**config.mk**
```make
export PLATFORM = sky130hd
export DESIGN_NAME = jesd204b_phy_reset_seq
export DESIGN_NICKNAME = d
export VERILOG_FILES = /design/src/rtl/jesd204b_phy_pkg.sv /design/src/rtl/jesd204b_stable_filter.sv /design/src/rtl/jesd204b_phy_reset_seq.sv
export SDC_FILE = /design/constraint.sdc
export NUM_CORES = 1
export LEC_CHECK = 0
export ABC_CLOCK_PERIOD_IN_PS = 2000
export CAP_MARGIN = 15
export CORE_MARGIN = 8
export CORE_UTILIZATION = 54
export DETAILED_ROUTE_END_ITERATION = 6
export PLACE_DENSITY_LB_ADDON = 0.12
export SLEW_MARGIN = 20
export SYNTH_ARGS = -nofsm -noshare
export SYNTH_HDL_FRONTEND = slang
export SYNTH_SLANG_ARGS = --single-unit
```
**constraint.sdc**
```tcl
create_clock -name clock -period 2 [get_ports clock]
set_clock_uncertainty 0.05 [all_clocks]
set_input_delay 0.4 -clock clock [delete_from_list [all_inputs] [get_ports clock]]
set_output_delay 0.4 -clock clock [all_outputs]
set_load 0.02 [all_outputs]
```
**src/rtl/jesd204b_phy_pkg.sv**
```systemverilog
// Shared state encodings, reset/ready output levels and counter sizing
// for the JESD204B PHY reset sequencer.
package jesd204b_phy_pkg;

  typedef enum logic [1:0] {T_ANA = 2'd0, T_LOCK = 2'd1, T_RDY = 2'd2} tx_state_e;
  typedef enum logic [1:0] {R_ANA = 2'd0, R_LTD = 2'd1, R_RDY = 2'd2} rx_state_e;
  typedef enum logic       {PLL_PD = 1'b0, PLL_RUN = 1'b1} pll_state_e;

  localparam logic RST_ON  = 1'b1;
  localparam logic RST_OFF = 1'b0;
  localparam logic RDY_ON  = 1'b1;
  localparam logic RDY_OFF = 1'b0;

  // One width fits every cycle counter, so each can hold its largest target.
  function automatic int cnt_width(input int a, input int b, input int c, input int d);
    int m;
    m = a;
    if (b > m) m = b;
    if (c > m) m = c;
    if (d > m) m = d;
    return $clog2(m + 1);
  endfunction

endpackage

```
**src/rtl/jesd204b_stable_filter.sv**
```systemverilog
// Debounce: q rises the cycle after N_CYC consecutive high samples of din
// and drops the cycle after any low sample or while clr is asserted.
module jesd204b_stable_filter
  import jesd204b_phy_pkg::*;
#(
  parameter int N_CYC = 64,
  parameter int CW    = $clog2(N_CYC + 1)
) (
  input  logic clock,
  input  logic reset,
  input  logic clr,
  input  logic din,
  output logic q
);

  logic [CW-1:0] cnt;

  // NOTE: sequential state uses non-blocking assignments so every flop
  // updates from pre-edge values regardless of block ordering.
  always_ff @(posedge clock) begin
    if (reset || clr || !din) begin
      cnt <= '0;
      q   <= 1'b0;
    end else if (cnt < CW'(N_CYC)) begin
      cnt <= cnt + CW'(1);
      q   <= (cnt == CW'(N_CYC - 1));
    end
  end

endmodule

```
**src/rtl/jesd204b_phy_reset_seq.sv**
```systemverilog
// Reset sequencer for JESD204B transceiver PLLs and lanes: PLL powerdown
// timing, per-lane analog/digital reset FSMs, soft reset and lock-loss recovery.
module jesd204b_phy_reset_seq
  import jesd204b_phy_pkg::*;
#(
  parameter int               N_TX          = 4,
  parameter int               N_RX          = 9,
  parameter int               N_PLL         = 3,
  parameter logic [2*N_TX-1:0] TX_PLL_MAP   = {2'd2, 2'd1, 2'd0, 2'd0},
  parameter int               PLL_PD_CYC    = 100,
  parameter int               ANA_CYC       = 50,
  parameter int               LOCK_FILT_CYC = 64,
  parameter int               LTD_CYC       = 400
) (
  input  logic             clock,
  input  logic             reset,
  input  logic [N_TX-1:0]  tx_chan_reset,
  input  logic [N_RX-1:0]  rx_chan_reset,
  input  logic [N_PLL-1:0] pll_locked,
  input  logic [N_TX-1:0]  tx_cal_busy,
  input  logic [N_RX-1:0]  rx_cal_busy,
  input  logic [N_RX-1:0]  rx_is_lockedtodata,
  output logic [N_PLL-1:0] pll_powerdown,
  output logic [N_TX-1:0]  tx_analogreset,
  output logic [N_TX-1:0]  tx_digitalreset,
  output logic [N_RX-1:0]  rx_analogreset,
  output logic [N_RX-1:0]  rx_digitalreset,
  output logic [N_TX-1:0]  tx_ready,
  output logic [N_RX-1:0]  rx_ready,
  output logic [N_PLL-1:0] pll_locked_filt
);

  localparam int CW = cnt_width(PLL_PD_CYC, ANA_CYC, LOCK_FILT_CYC, LTD_CYC);

  logic [N_PLL-1:0] pll_run;

  for (genvar p = 0; p < N_PLL; p++) begin : g_pll
    pll_state_e    state_q, state_d;
    logic [CW-1:0] cnt_q, cnt_d;
    logic          pd_q;

    // NOTE: every variable gets a default first so no path infers a latch.
    always_comb begin
      state_d = state_q;
      cnt_d   = cnt_q;
      if (state_q == PLL_PD) begin
        if (cnt_q >= CW'(PLL_PD_CYC)) state_d = PLL_RUN;
        else                          cnt_d   = cnt_q + CW'(1);
      end
    end

    always_ff @(posedge clock) begin
      if (reset) begin
        state_q <= PLL_PD;
        cnt_q   <= '0;
        pd_q    <= RST_ON;
      end else begin
        state_q <= state_d;
        cnt_q   <= cnt_d;
        pd_q    <= (state_d == PLL_PD) ? RST_ON : RST_OFF;
      end
    end

    assign pll_run[p]       = (state_q == PLL_RUN);
    assign pll_powerdown[p] = pd_q;

    jesd204b_stable_filter #(.N_CYC(LOCK_FILT_CYC), .CW(CW)) u_lock_filt (
      .clock (clock),
      .reset (reset),
      .clr   (!pll_run[p]),
      .din   (pll_locked[p]),
      .q     (pll_locked_filt[p])
    );
  end

  for (genvar k = 0; k < N_TX; k++) begin : g_tx
    localparam int P = int'(TX_PLL_MAP[2*k +: 2]);
    tx_state_e     state_q, state_d;
    logic [CW-1:0] cnt_q, cnt_d;
    logic          ana_q, dig_q, rdy_q;

    always_comb begin
      state_d = state_q;
      cnt_d   = '0;
      case (state_q)
        T_ANA: begin
          cnt_d = (cnt_q >= CW'(ANA_CYC)) ? cnt_q : cnt_q + CW'(1);
          if (pll_run[P] && !tx_cal_busy[k] && cnt_q >= CW'(ANA_CYC)) state_d = T_LOCK;
        end
        T_LOCK:  if (pll_locked_filt[P])  state_d = T_RDY;
        T_RDY:   if (!pll_locked_filt[P]) state_d = T_LOCK;
        default: state_d = T_ANA;
      endcase
      // Soft reset has priority over any lock-driven transition.
      if (tx_chan_reset[k]) begin
        state_d = T_ANA;
        cnt_d   = '0;
      end
    end

    always_ff @(posedge clock) begin
      if (reset) begin
        state_q <= T_ANA;
        cnt_q   <= '0;
        ana_q   <= RST_ON;
        dig_q   <= RST_ON;
        rdy_q   <= RDY_OFF;
      end else begin
        state_q <= state_d;
        cnt_q   <= cnt_d;
        ana_q   <= (state_d == T_ANA) ? RST_ON : RST_OFF;
        dig_q   <= (state_d == T_RDY) ? RST_OFF : RST_ON;
        rdy_q   <= (state_d == T_RDY) ? RDY_ON : RDY_OFF;
      end
    end

    assign tx_analogreset[k]  = ana_q;
    assign tx_digitalreset[k] = dig_q;
    assign tx_ready[k]        = rdy_q;
  end

  for (genvar j = 0; j < N_RX; j++) begin : g_rx
    rx_state_e     state_q, state_d;
    logic [CW-1:0] cnt_q, cnt_d;
    logic          ana_q, dig_q, rdy_q, ltd_filt;

    jesd204b_stable_filter #(.N_CYC(LTD_CYC), .CW(CW)) u_ltd_filt (
      .clock (clock),
      .reset (reset),
      .clr   (state_q == R_ANA),
      .din   (rx_is_lockedtodata[j]),
      .q     (ltd_filt)
    );

    always_comb begin
      state_d = state_q;
      cnt_d   = '0;
      case (state_q)
        R_ANA: begin
          cnt_d = (cnt_q >= CW'(ANA_CYC)) ? cnt_q : cnt_q + CW'(1);
          if (!rx_cal_busy[j] && cnt_q >= CW'(ANA_CYC)) state_d = R_LTD;
        end
        R_LTD:   if (ltd_filt)               state_d = R_RDY;
        R_RDY:   if (!rx_is_lockedtodata[j]) state_d = R_LTD;
        default: state_d = R_ANA;
      endcase
      if (rx_chan_reset[j]) begin
        state_d = R_ANA;
        cnt_d   = '0;
      end
    end

    always_ff @(posedge clock) begin
      if (reset) begin
        state_q <= R_ANA;
        cnt_q   <= '0;
        ana_q   <= RST_ON;
        dig_q   <= RST_ON;
        rdy_q   <= RDY_OFF;
      end else begin
        state_q <= state_d;
        cnt_q   <= cnt_d;
        ana_q   <= (state_d == R_ANA) ? RST_ON : RST_OFF;
        dig_q   <= (state_d == R_RDY) ? RST_OFF : RST_ON;
        rdy_q   <= (state_d == R_RDY) ? RDY_ON : RDY_OFF;
      end
    end

    assign rx_analogreset[j]  = ana_q;
    assign rx_digitalreset[j] = dig_q;
    assign rx_ready[j]        = rdy_q;
  end

endmodule
```
==> out/metrics.yaml, run 1 <==
share_comb_of_total_power_pct: 3.1
gp_congestion: 0.815
numCtsBuffers: 38
grt_pass1_vias: 11100
hold_violations: 0
drc: 0
cp_slowest_cell: "clkdlybuf4s50_1"
setup_viol: 0
postCtsSetupRepairBufs: 0
fmaxAchievable_mhz: 514
worstSetupStartpoint: "g_pll[2].u_lock_filt.q"
syn_area_um2: 14900
fin_crit_sh_pct: 97.4
synth.ff_latch_count: 335
wl_um: 28000
wl_per_cell_um: 13.5
synth_ff_type: "dfxtp_1"
antenna_cells: 0
synth_fp_nets: 1676
htree_levels: 2
die_h_um: 182
layout_setup_ws_ps: 52.7
dp.cells: 2002
worstSetupPathType: "flop to primary output"
crit_chain: "clkdlybuf4s50_1"
grt_max_degree: 30
sw_frac_of_total_pct: 20.4
clockPowerShare_pct: 48.9
pwr-share-seq_pct: 48.0
clk_pin_slew_ps: 60
path_depth: 1
reg2reg_depth: 4
maxCapViolations: 0
die-area_um2: 33200
die_w_um: 182
worstPathRequired_ps: 1550
critPathLaunchType: "flop"
final.fill_count: 2322
p_leak_nw: 6.67
ys_seq_area_share_pct: 45.0
portBuffers: 84
globalRouteTotalUtil_pct: 16.7
critPathCaptureType: "primary output"
synthCells: 1592
grt_pass1_wl_um: 49100
worst_slew_pin_slew_ps: 632
post-place-ws_ps: 61.5
vias: 11800
avgSynthCellArea_um2: 9.36
p_switching_w: 0.00288
maxSlewHeadroom_pct: 57.5
core_area_um2: 27500
path_buf_inv: 1
drt_pre_antenna_iters: 5
insertion_delay_ps: 510
final_max_slew_viol_count: 0
synth_cell_types: 65
grt_setup_unrepaired: "false"
cts.sinks: 335
yosysMostFrequentCell: "dfxtp_1"
ir_drop_v: 0.000676
power.internal_w: 0.0112
cts_tree: "done"
drive_above_1_share_pct: 8.52
cpPeakStageDelay_ps: 620
viasPerCell: 5.68
period_needed_ps: 1950
synthArstFlopShare_pct: 0
r2r_slack_ps: 300
rows: 61
antenna_found_initial: 0
synth_edf_count: 0
maxUsedRoutingLayer: "met4"
cpLargestDelayFamily: "buffers and inverters"
hold_path_class: "input pin to flop"
ys.warnings.count: 0
reg2reg_from: "g_pll[0].u_lock_filt.cnt[0]"
multi_input_area_um2: 7510
ioPinCount: 85
met2_wirelength_um: 13000
synth_top_area_share_pct: 45.0
area_growth_syn_to_layout_pct: 16.7
ys_top_cells_by_area: "dfxtp_1 45%, mux2i_1 4.5%, ha_1 3.7%, nand2_1 2.9%, and2_1 2.6%"
dp_hpwl_um: 19500
seq_area_um2: 6710
instances_no_fill: 2071
root_buffer: "clkbuf_16"
r2r-end: "g_pll[0].u_lock_filt.cnt[4]"
p_per_area_nw_per_um2: 810
endpoint: "pll_locked_filt[2]"
status: "complete, no violations"
wl_met3_um: 1070
synth_commonest_cells: "335 x dfxtp_1, 115 x nand2_1, 70 x nor2_1"
drt_iter0_markers: 449
nNetsFinal: 1780
arrival_ps: 1500
path_max_fanout: 3
setup_tns_ps: 0
drt-met1-wl_um: 13500
yosysTopAreaCell: "dfxtp_1"
cts_buffer_depth: 3
ant_nets: 0
start_util_pct: 54.2
overflow: 0
final_util_pct: 63.3
-- repair_timing --
| action | CTS | global route |
|---|---|---|
| setup endpoints to repair | 0 | 1 |
| resized for setup | 0 | 1 |
| hold buffers | 0 | 0 |
-- power by group through the flow --
stage,clock (W),sequential (W),combinational [W]
global route,0.00738,0.00677,0.000491
floorplan,0,0.00690,0.000234
detailed placement,0,0.00691,0.000437
finish,0.00689,0.00677,0.000438
global placement,0,0.00691,0.000425
CTS,0.00711,0.00676,0.000441
-- cell usage in the layout, fill, tap and decap left out, drive strengths merged, types with 15 or more instances in the layout --
cell,Yosys,routed
clkbuf,15,64
or4,32,32
ha,44,44
xnor2,16,16
o31ai,31,31
clkdlybuf4s50,0,82
nor4,36,36
nor3,68,68
buf,57,53
nor3b,29,29
mux2i,67,67
o21ai,41,41
and2,61,61
nand2,115,115
o211ai,15,15
a21oi,65,65
or3,18,18
nor2,70,70
nand3,53,53
a31oi,17,17
dfxtp,335,335
and3,24,24
nor2b,50,50
o21a,19,19
nand4,41,41
and4,21,21
inv,57,58
nand3b,24,24
nand2b,30,30
-- how the worst min path moves through the flow --
stage                                            from  slack (ps)                     endpoint  cells after the start
after floorplan           g_pll[0].u_lock_filt.cnt[6]         380  g_pll[0].u_lock_filt.cnt[6]                      2
after global placement    g_pll[1].u_lock_filt.cnt[6]         390  g_pll[1].u_lock_filt.cnt[6]                      2
after detailed placement             g_rx[4].cnt_q[6]         400             g_rx[4].cnt_q[6]                      1
after CTS                                       reset         350                g_rx[6].rdy_q                      2
after global routing                            reset         360                g_rx[6].rdy_q                      2
final                                           reset         370                g_rx[6].rdy_q                      2
-- stage by stage --
stage / instance area [µm²] / hold slack, ps / power, W
global route: 17400 / 363 / 0.0146
CTS: 17400 / 349 / 0.0143
floorplan: 14900 / 379 / 0.00713
global placement: 16100 / 390 / 0.00733
detailed placement: 16100 / 396 / 0.00735
finish: 17400 / 372 / 0.0141
-- metal layers --
layer	GRT usage [%]	vias to the layer above
met2	28.8	145
met3	3.24	37
li1	-	6066
met1	21.1	5515
met4	4.36	0
met5	0	-
-- registers in the layout, summed over array words and instances, names as in the netlist, 8 cells and up --
name                   flops
g_rx.cnt_q                81
g_rx.u_ltd_filt.q          9
g_pll.cnt_q               27
g_rx.dig_q                 9
g_rx.state_q              18
g_rx.rdy_q                 9
g_tx.state_q               8
g_tx.cnt_q                36
g_rx.u_ltd_filt.cnt       81
g_rx.ana_q                 9
g_pll.u_lock_filt.cnt     27
-- logic make-up after synthesis --
family	after synthesis	share of synthesized area (%)
AND/OR/NAND/NOR	699	26.8
flip-flops	335	45.0
AO/OA/AOI/OAI	291	13.6
buffers and inverters	129	4.58
multiplexers	76	5.18
adder cells (fa/ha/maj)	44	3.69
XOR/XNOR	18	1.06
-- final cells by class --
class | instances | area share, %
clock buffer | 64 | 6.80
clock inverter | 5 | 0.468
inverter | 57 | 1.23
multi-input combinational | 1128 | 43.2
sequential | 335 | 38.6
tap | 346 | 2.49
timing repair buffer | 136 | 7.23
(Power assumes the default switching activity.)
==> run 2, diff against run 1 <==
--- a/config.mk
+++ b/config.mk
@@ -15,3 +15,4 @@
 export SYNTH_ARGS = -nofsm -noshare
 export SYNTH_HDL_FRONTEND = slang
 export SYNTH_SLANG_ARGS = --single-unit
+export TNS_END_PERCENT = 30
==> results of run 2 <==
Same layout as run 1: the final DEF is identical, and so are final timing and power.
==> run 3, diff against run 2 <==
--- a/config.mk
+++ b/config.mk
@@ -5,12 +5,13 @@
 export SDC_FILE = /design/constraint.sdc
 export NUM_CORES = 1
 export LEC_CHECK = 0
-export ABC_CLOCK_PERIOD_IN_PS = 2000
+export ABC_CLOCK_PERIOD_IN_PS = 2100
 export CAP_MARGIN = 15
 export CORE_MARGIN = 8
 export CORE_UTILIZATION = 54
 export DETAILED_ROUTE_END_ITERATION = 6
 export PLACE_DENSITY_LB_ADDON = 0.12
+export SETUP_SLACK_MARGIN = 0.1
 export SLEW_MARGIN = 20
 export SYNTH_ARGS = -nofsm -noshare
 export SYNTH_HDL_FRONTEND = slang
==> constraint.sdc (replaced) <==
create_clock -name clock -period 2.1 [get_ports clock]
set_clock_uncertainty 0.05 [all_clocks]
set_input_delay 0.42 -clock clock [delete_from_list [all_inputs] [get_ports clock]]
set_output_delay 0.42 -clock clock [all_outputs]
set_load 0.02 [all_outputs]
==> out/metrics.yaml, run 3 (same netlist as run 1, synthesis figures left out) <==
hold_path_depth: 2  # unchanged
grt_pass1_vias: 11000  # -0.86%
cts.sinks: 335  # unchanged
r2r_slack_ps: 400  # +100 ps
arrival_ps: 1490  # about the same
fin_crit_sh_pct: 93.3
gp_congestion: 0.804  # -1.3%
start_util_pct: 54.2  # unchanged
die_h_um: 182  # unchanged
path_max_fanout: 1  # -2
status: "complete, no violations"
cpLargestDelayFamily: "buffers and inverters"
grt_pass1_wl_um: 48200  # -1.9%
postCtsSetupRepairBufs: 0  # unchanged
worstHoldEndpoint: "g_rx[0].state_q[1]"
reg2reg_from: "g_pll[1].u_lock_filt.cnt[0]"
rows: 61  # unchanged
worstSetupPathType: "flop to primary output"
htree_levels: 2  # unchanged
grt_max_degree: 28  # -6.7%
critPathLaunchType: "flop"
clk_pin_slew_ps: 50  # about the same
clockPowerShare_pct: 47.6  # -1.3 points
drt-met1-wl_um: 13400  # -0.24%
cts_tree: "done"
fmaxAchievable_mhz: 510
p_switching_w: 0.00273  # -5.2%
share_comb_of_total_power_pct: 3.2  # about the same
cp_slowest_cell: "clkdlybuf4s50_1"
path_buf_inv: 1  # unchanged
path_depth: 1  # unchanged
critPathCaptureType: "primary output"
p_per_area_nw_per_um2: 756  # -6.7%
layout_common_cells: "335 x dfxtp_1, 115 x nand2_1, 82 x clkdlybuf4s50_1"
pwr-share-seq_pct: 49.2  # +1.2 points
insertion_delay_ps: 500  # about the same
met2_wirelength_um: 12500  # -4.0%
ir_drop_v: 0.000726  # +7.4%
area_growth_syn_to_layout_pct: 16.2
hold_path_class: "input pin to flop"
die-area_um2: 33200  # unchanged
cts_buffer_depth: 3  # unchanged
period_needed_ps: 1960
vias: 11700  # -0.20%
die_w_um: 182  # unchanged
wl_per_cell_um: 13.3  # -1.7%
sw_frac_of_total_pct: 20.8  # +0.41 points
root_buffer: "clkbuf_16"
core_area_um2: 27500  # unchanged
overflow: 0  # unchanged
whs_ps: 361  # -11.7 ps
cts.repair.resized: 1  # +1
final_util_pct: 63.0  # -0.26 points
ctsHoldBuffers: 0  # unchanged
worst_slew_pin_slew_ps: 608  # -24.0 ps
drt_pre_antenna_iters: 5  # unchanged
wl_met3_um: 1040  # -3.1%
dp_hpwl_um: 19200  # -1.3%
viasPerCell: 5.68  # about the same
grt_setup_unrepaired: "false"
numCtsBuffers: 37  # -2.6%
setup_tns_ps: 0  # unchanged
nNetsFinal: 1780  # unchanged
hp-start: "reset"
drc: 0  # unchanged
hold_violations: 0  # unchanged
largest_registers: "g_rx.cnt_q x81, g_rx.u_ltd_filt.cnt x81, g_tx.cnt_q x36"
worstPathRequired_ps: 1630  # +80 ps
maxSlewHeadroom_pct: 59.1  # +1.6 points
power.internal_w: 0.0104  # -7.5%
r2r-end: "g_pll[1].u_lock_filt.cnt[4]"
antenna_cells: 0  # unchanged
p_leak_nw: 6.64  # -0.55%
reg2reg_depth: 4  # unchanged
globalRouteTotalUtil_pct: 16.4  # -0.32 points
maxCapViolations: 0  # unchanged
crit_chain: "clkdlybuf4s50_1"
setup_viol: 0  # unchanged
drt_iter0_markers: 505  # +12%
postLayoutCellArea_um2: 17300  # -0.40%
wl_um: 27500  # -1.9%
final_max_slew_viol_count: 0  # unchanged
ant_nets: 0  # unchanged
cpPeakStageDelay_ps: 620  # about the same
ioPinCount: 85  # unchanged
maxUsedRoutingLayer: "met4"
final_common_cell: "dfxtp_1"
placed_cell_area_um2: 16100  # about the same
antenna_found_initial: 0  # unchanged
portBuffers: 84  # unchanged
drive_above_1_share_pct: 8.83  # +0.31 points
[run 3: how the worst max path moves through the flow]
stage / end / slack, ps / start
after floorplan: g_pll[0].u_lock_filt.cnt[4] / 530 / g_pll[0].u_lock_filt.cnt[0]
after global placement: g_rx[7].cnt_q[2] / 150 / rx_chan_reset[7]
after detailed placement: g_rx[7].cnt_q[2] / 120 / rx_chan_reset[7]
after CTS: rx_ready[7] / 110 / g_rx[7].rdy_q
after global routing: rx_ready[7] / 100 / g_rx[7].rdy_q
final: rx_ready[7] / 140 / g_rx[7].rdy_q
[run 3: area by class of cell]
class	instances	area (µm²)
multi-input combinational	1128	7510
tap	346	433
clock buffer	54	1100
sequential	335	6710
fill	2312	10200
timing repair buffer	137	1260
clock inverter	11	87.6
inverter	57	214
[run 3: through the flow]
stage,setup WS [ps],cells,total power [W]
5_1_grt,103,2068,0.0137
3_3_place_gp,154,2003,0.00699
6_report,141,2068,0.0131
4_1_cts,112,2068,0.0133
2_1_floorplan,529,1592,0.00679
3_5_place_dp,120,2003,0.00700
[run 3: layer usage]
layer / GRT usage, % / vias to the layer above
met1: 20.8 / 5482
met2: 28.0 / 137
met4: 4.72 / 0
li1: - / 6076
met3: 3.16 / 45
met5: 0 / -
[run 3: power by group through the flow]
stage                     combinational [W]  clock [W]  sequential, W
final                              0.000418    0.00623        0.00644
after detailed placement           0.000418          0        0.00658
after CTS                          0.000420    0.00647        0.00644
after global placement             0.000409          0        0.00658
after global routing               0.000466    0.00674        0.00645
after floorplan                    0.000222          0        0.00657
